File: src/rtl/rca_seq_pkg.sv
// Shared definitions for the sequential ripple-carry adder controller.
//   SLICE_W   : width of the single adder slice that is time-multiplexed
//   state_e   : controller state encoding
//   idx_width : width of the slice index counter for a given operand width
package rca_seq_pkg;

    localparam int unsigned SLICE_W = 8;

    typedef enum logic [1:0] {
        IDLE,
        RUN,
        DONE
    } state_e;

    // clog2(width / SLICE_W), never narrower than one bit so WIDTH=8 still has a counter.
    function automatic int unsigned idx_width(int unsigned width);
        int unsigned n;
        n = width / SLICE_W;
        if (n <= 1) begin
            return 1;
        end
        return $clog2(n);
    endfunction

endpackage

File: src/rtl/rca_seq_ctrl_if.sv
// Handshake and data bundle for rca_seq_ctrl.
//   master : producer/consumer side (drives operands, in_valid, out_ready)
//   slave  : controller side (drives in_ready, out_valid, sum, cout, ovf)
interface rca_seq_ctrl_if #(
    parameter int unsigned WIDTH = 32
);
    logic             in_valid;
    logic             in_ready;
    logic [WIDTH-1:0] a;
    logic [WIDTH-1:0] b;
    logic             cin;
    logic             sub;
    logic             out_valid;
    logic             out_ready;
    logic [WIDTH-1:0] sum;
    logic             cout;
    logic             ovf;

    modport master (
        output in_valid, a, b, cin, sub, out_ready,
        input  in_ready, out_valid, sum, cout, ovf
    );

    modport slave (
        input  in_valid, a, b, cin, sub, out_ready,
        output in_ready, out_valid, sum, cout, ovf
    );

endinterface

File: src/rtl/add8_slice.sv
// Combinational 8-bit ripple-carry adder built from explicit full-adder gates.
//   a, b : 8-bit addends
//   cin  : carry into bit 0
//   sum  : 8-bit result
//   cout : carry out of bit 7
module add8_slice (
    input  logic [7:0] a,
    input  logic [7:0] b,
    input  logic       cin,
    output logic [7:0] sum,
    output logic       cout
);

    logic [8:0] c;

    assign c[0] = cin;

    for (genvar i = 0; i < 8; i++) begin : g_fa
        assign sum[i]  = a[i] ^ b[i] ^ c[i];
        assign c[i+1]  = (a[i] & b[i]) | ((a[i] ^ b[i]) & c[i]);
    end

    assign cout = c[8];

endmodule

File: src/rtl/rca_seq_ctrl.sv
// Multi-cycle WIDTH-bit adder: one 8-bit ripple slice is reused LSB-first, one byte per
// cycle, with the carry chained through a register. Valid/ready on both sides.
//   clk  : rising-edge clock
//   rst  : synchronous active-high reset
//   bus  : rca_seq_ctrl_if.slave (in_valid/in_ready, a, b, cin, sub,
//          out_valid/out_ready, sum, cout, ovf)
// Build option: define RCA_SEQ_SUB_EN to honour the sub input (B inverted, carry-in 1).
// Without it the block is add-only and sub is ignored.
module rca_seq_ctrl
    import rca_seq_pkg::*;
#(
    parameter int unsigned WIDTH = 32
) (
    input  logic          clk,
    input  logic          rst,
    rca_seq_ctrl_if.slave bus
);

    localparam int unsigned N     = WIDTH / SLICE_W;
    localparam int unsigned IDX_W = idx_width(WIDTH);
    localparam logic [IDX_W-1:0] LAST_IDX = IDX_W'(N - 1);

    state_e           state;
    logic [IDX_W-1:0] idx;
    logic [WIDTH-1:0] a_q;
    logic [WIDTH-1:0] b_q;
    logic [WIDTH-1:0] sum_q;
    logic             carry_q;
    logic             cout_q;
    logic             ovf_q;
    logic             in_ready_q;
    logic             out_valid_q;

    // Operand B and carry-in as seen by the datapath at accept time.
    logic [WIDTH-1:0] b_eff_in;
    logic             cin_eff;

`ifdef RCA_SEQ_SUB_EN
    assign b_eff_in = bus.sub ? ~bus.b : bus.b;
    assign cin_eff  = bus.sub | bus.cin;
`else
    logic unused_sub;
    assign unused_sub = bus.sub;
    assign b_eff_in   = bus.b;
    assign cin_eff    = bus.cin;
`endif

    // Operands shift right one byte per RUN cycle, so the slice always sees bits [7:0].
    logic [SLICE_W-1:0] sl_a;
    logic [SLICE_W-1:0] sl_b;
    logic [SLICE_W-1:0] sl_sum;
    logic               sl_cout;

    assign sl_a = a_q[SLICE_W-1:0];
    assign sl_b = b_q[SLICE_W-1:0];

    add8_slice u_slice (
        .a    (sl_a),
        .b    (sl_b),
        .cin  (carry_q),
        .sum  (sl_sum),
        .cout (sl_cout)
    );

    // Result bytes enter at the top and shift down; after N steps byte 0 is at the bottom.
    logic [WIDTH-1:0] sum_next;
    assign sum_next = (sum_q >> SLICE_W) | (WIDTH'(sl_sum) << (WIDTH - SLICE_W));

    always_ff @(posedge clk) begin
        if (rst) begin
            state       <= IDLE;
            idx         <= '0;
            a_q         <= '0;
            b_q         <= '0;
            sum_q       <= '0;
            carry_q     <= 1'b0;
            cout_q      <= 1'b0;
            ovf_q       <= 1'b0;
            in_ready_q  <= 1'b1;
            out_valid_q <= 1'b0;
        end else begin
            unique case (state)
                IDLE: begin
                    if (bus.in_valid) begin
                        a_q        <= bus.a;
                        b_q        <= b_eff_in;
                        carry_q    <= cin_eff;
                        idx        <= '0;
                        in_ready_q <= 1'b0;
                        state      <= RUN;
                    end
                end
                RUN: begin
                    a_q     <= a_q >> SLICE_W;
                    b_q     <= b_q >> SLICE_W;
                    sum_q   <= sum_next;
                    carry_q <= sl_cout;
                    if (idx == LAST_IDX) begin
                        // Top byte is in the slice now: its MSBs are the operand sign bits.
                        cout_q      <= sl_cout;
                        ovf_q       <= (sl_a[SLICE_W-1] == sl_b[SLICE_W-1]) &&
                                       (sl_sum[SLICE_W-1] != sl_a[SLICE_W-1]);
                        out_valid_q <= 1'b1;
                        state       <= DONE;
                    end else begin
                        idx <= idx + IDX_W'(1);
                    end
                end
                DONE: begin
                    if (bus.out_ready) begin
                        out_valid_q <= 1'b0;
                        in_ready_q  <= 1'b1;
                        state       <= IDLE;
                    end
                end
                default: begin
                    state <= IDLE;
                end
            endcase
        end
    end

    assign bus.in_ready  = in_ready_q;
    assign bus.out_valid = out_valid_q;
    assign bus.sum       = sum_q;
    assign bus.cout      = cout_q;
    assign bus.ovf       = ovf_q;

endmodule

File: src/flat_wrapper.sv
// flat-port wrapper written by rule: the top's interface ports become plain ports
module rca_seq_ctrl_flat import rca_seq_pkg::*;
#(
    parameter int unsigned WIDTH = 32
)
  (clk, rst, bus_in_valid, bus_a, bus_b, bus_cin, bus_sub, bus_out_ready, bus_in_ready, bus_out_valid, bus_sum, bus_cout, bus_ovf);
  rca_seq_ctrl_if #(.WIDTH(WIDTH)) bus_i ();
  input  logic clk;
  input  logic rst;
  input wire logic [$bits(bus_i.in_valid)-1:0] bus_in_valid;
  input wire logic [$bits(bus_i.a)-1:0] bus_a;
  input wire logic [$bits(bus_i.b)-1:0] bus_b;
  input wire logic [$bits(bus_i.cin)-1:0] bus_cin;
  input wire logic [$bits(bus_i.sub)-1:0] bus_sub;
  input wire logic [$bits(bus_i.out_ready)-1:0] bus_out_ready;
  output wire logic [$bits(bus_i.in_ready)-1:0] bus_in_ready;
  output wire logic [$bits(bus_i.out_valid)-1:0] bus_out_valid;
  output wire logic [$bits(bus_i.sum)-1:0] bus_sum;
  output wire logic [$bits(bus_i.cout)-1:0] bus_cout;
  output wire logic [$bits(bus_i.ovf)-1:0] bus_ovf;
  assign bus_i.in_valid = bus_in_valid;
  assign bus_i.a = bus_a;
  assign bus_i.b = bus_b;
  assign bus_i.cin = bus_cin;
  assign bus_i.sub = bus_sub;
  assign bus_i.out_ready = bus_out_ready;
  assign bus_in_ready = bus_i.in_ready;
  assign bus_out_valid = bus_i.out_valid;
  assign bus_sum = bus_i.sum;
  assign bus_cout = bus_i.cout;
  assign bus_ovf = bus_i.ovf;
  rca_seq_ctrl #(.WIDTH(WIDTH)) u_core (.clk(clk), .rst(rst), .bus(bus_i));
endmodule
File: config.mk
export PLATFORM = sky130hd
export DESIGN_NAME = rca_seq_ctrl_flat
export DESIGN_NICKNAME = d
export VERILOG_FILES = /design/src/rtl/rca_seq_pkg.sv /design/src/rtl/rca_seq_ctrl_if.sv /design/src/rtl/add8_slice.sv /design/src/rtl/rca_seq_ctrl.sv /design/src/flat_wrapper.sv
export SDC_FILE = /design/constraint.sdc
export NUM_CORES = 1
export LEC_CHECK = 0
export CAP_MARGIN = 10
export CORE_UTILIZATION = 24
export CTS_CLUSTER_SIZE = 20
export DETAILED_ROUTE_END_ITERATION = 6
export PLACE_DENSITY = 0.43
export RECOVER_POWER = 50
export SLEW_MARGIN = 30
export SYNTH_ARGS = -nofsm -noshare
export SYNTH_HDL_FRONTEND = slang
export SYNTH_SLANG_ARGS = --single-unit
File: constraint.sdc
create_clock -name clk -period 8.7 [get_ports clk]
set_clock_uncertainty 0.15 [all_clocks]
set_input_delay 1.305 -clock clk [delete_from_list [all_inputs] [get_ports clk]]
set_output_delay 1.305 -clock clk [all_outputs]
set_load 0.05 [all_outputs]
==> results.toml <==
[cts]
htree_num_levels = 3
cts_hold_buf = 0
cts_buffers = 9
tritoncts = "done"
clk_latency_ns = 0.35
root_buffer = "clkbuf_16"
clock_sinks = 105
post_cts_buffers = 0
cts.repair.resized = 0
clk_pin_slew_ns = 0.08
cts_buffer_depth = 2

[cells_and_area]
syn_to_final_growth_pct = 30.74
layout_common_cells = "nand2_1 (111), dfxtp_1 (105), clkdlybuf4s50_1 (103), a21oi_1 (85), nor2_1 (64)"
diodes = 0
drive_gt1_frac = 0.08235
layout.nets = 670
final_common_cell = "nand2_1"

[synthesis]
synthDistinctLibCells = 28
synthAdderAreaFrac = 0.04107
syn_area_per_cell_um2 = 8.722
synthArstFlopShare = 0
syn_nets = 597
synthFlopType = "dfxtp_1"
synthMuxAreaShare = 0
netlist_area_mm2 = 0.004509
synthSimpleGateAreaFrac = 0.1690
yosys_register_bits = 105
synth_xor_area_frac = 0.001942
synth_top_family_by_area = "compound AO/OA/AOI/OAI gates"
synth_warnings = 0
synth_compound_area_frac = 0.2653
synth-edff-count = 0
synthCells = 517
seq_area_frac_synth = 0.4661

[timing]
worst_slew_pin_slew_ns = 4.189
setup_viol = 0
hold_violations = 0
setup_ws_ns = 3.170
relSlewSlack = -1.793
fmax_mhz = 180.8
post-route-min-period_ns = 5.530
tns_ns = 0
slew_viol_final = 164
rsz0062_at_grt = "no"
fin_crit_sh = 0.6357

[worst_hold_path]
holdCritPathClass = "flip-flop to flip-flop"
min_to = "u_core.bus.sum[0]"
holdCritStartpoint = "u_core.bus.sum[0]"
min_path_cells = 2

[placement]
numPortBuffers = 104
hpwl_um = 7716
place_ws_ns = 3.940
place_congestion = 0.8151

[floorplan]
num_rows = 49
core_mm2 = 0.01821
fp.dieH_um = 139.1
die-area_mm2 = 0.01934
io_pins = 106
start_util = 0.2476
die_x_um = 139.1

[grt]
grt_pass1_vias = 3709
grt_max_degree = 86
use_met2 = 0.1919
use_met1 = 0.1803
top_usage_layer = "met2"
grtUsageTotal = 0.1289
gr-usage-met3 = 0.03488
grt_pass1_wl_um = 19840
grt_overflow = 0
antenna_found_initial = 0

[worst_setup_path]
worstSetupPathType = "input port to flip-flop"
crit_buf_inv = 2
slowest_delay_ns = 3.02
rrSetupSlack_ns = 3.92
cp_top_family = "buffers and inverters"
r2r_end = "u_core.bus.ovf"
critical_path.max_fanout = 77
crit_path_top_delay_cell = "clkbuf_1"
end_kind = "flip-flop"
reg2reg_from = "u_core.carry_q"
r2r_cells = 14
crit_path_frequent_cell = "clkbuf_1"
critical_path_depth = 3
arrival_ns = 5.65
startpoint_type = "input port"
crit_chain = "clkbuf_1 > clkbuf_1 > o21bai_1"
required_ns = 8.82

[drt]
vias = 3785
via_per_inst = 4.593
drt_wl_total_um = 12070
firstDrtPassIters = 7
ant_nets = 0
wl_per_cell_um = 14.65
drt_first_iter_violations = 261
post-route-drc-count = 7

[power]
leakage_nw = 2.148
p_per_area_mw_per_mm2 = 197.6
peakVddDrop_uv = 102.7

[job]
cap_viol_max_count = 2

[status]
violations = "DRC, capacitance limit, slew limit"
outcome = "finished with violations"
[cell families after synthesis]
group	Yosys count
adder cells (fa/ha/maj)	10
AND/OR/NAND/NOR	188
XOR/XNOR	1
AO/OA/AOI/OAI	160
buffers and inverters	53
flip-flops	105
[where the power goes]
part           switching (mW)  internal, mW  leakage (nW)
logic                   0.115        0.0839          1.13
clock network           0.196         0.235         0.154
registers              0.0217         0.513         0.863
[per-stage QoR]
stage	power [mW]	utilization	cell area (um2)	hold WS (ns)	instances
after floorplan	0.6788	-	4509	0.2937	517
after global placement	0.7510	0.3101	5647	0.2937	807
after detailed placement	0.7520	0.3107	5657	0.2987	807
after CTS	1.186	0.3276	5966	0.3098	823
after global routing	1.224	0.3238	5896	0.3228	824
final	1.165	0.3238	5896	0.3060	824
[flip-flops by register name, summed over array words and instances, names as in the netlist]
name and cells:
u_core.b_q 32, u_core.a_q 32, u_core.bus.out_valid 1, u_core.bus.ovf 1, u_core.bus.in_ready 1, u_core.bus.cout 1
u_core.state 2, u_core.carry_q 1, u_core.idx 2, u_core.bus.sum 32
[cell type report]
type | count | area (um2)
tap | 229 | 286.5
fill | 1916 | 12310
clock buffer | 10 | 239.0
multi-input combinational | 359 | 2102
timing repair buffer | 108 | 1070
clock inverter | 6 | 70.07
sequential | 105 | 2102
inverter | 7 | 26.28
[worst max-delay path by stage]
stage	start	endpoint	slack [ns]
global route	rst	u_core.bus.out_valid	2.79
CTS	u_core.carry_q	u_core.bus.ovf	3.91
finish	rst	u_core.bus.in_ready	3.17
detailed placement	u_core.carry_q	u_core.bus.ovf	3.94
floorplan	u_core.carry_q	u_core.bus.ovf	4.20
global placement	u_core.carry_q	u_core.bus.ovf	3.93
[worst min-delay path, cell delays in order (launching register included)]
cell     delay [ns]
dfxtp_1        0.31
nand2_1        0.05
a21oi_1        0.05
[routing by layer]
layer	share of wire	wire length, um	vias to the layer above
met3	0.048	574	8
met5	0	0	-
li1	-	-	1910
met1	0.52	6242	1777
met4	0.0098	118	0
met2	0.43	5133	90
[synth_stat cells (2+ instances only)]
cell type / n / area [um2]
nand2_1: 111 / 416.7
nand3b_1: 2 / 15.01
a21oi_1: 85 / 425.4
or3_1: 2 / 12.51
a22oi_1: 16 / 120.1
a221oi_1: 4 / 35.03
buf_4: 8 / 60.06
o21bai_1: 2 / 15.01
ha_1: 2 / 25.02
buf_2: 21 / 105.1
clkbuf_1: 17 / 63.81
a211oi_1: 7 / 52.55
a311oi_1: 2 / 17.52
o211ai_1: 2 / 15.01
a2bb2oi_1: 2 / 17.52
a211oi_2: 39 / 488.0
nor2_1: 64 / 240.2
dfxtp_1: 105 / 2102
nand2b_1: 4 / 25.02
fa_1: 8 / 160.2
inv_1: 7 / 26.28
(Power assumes the default switching activity.)
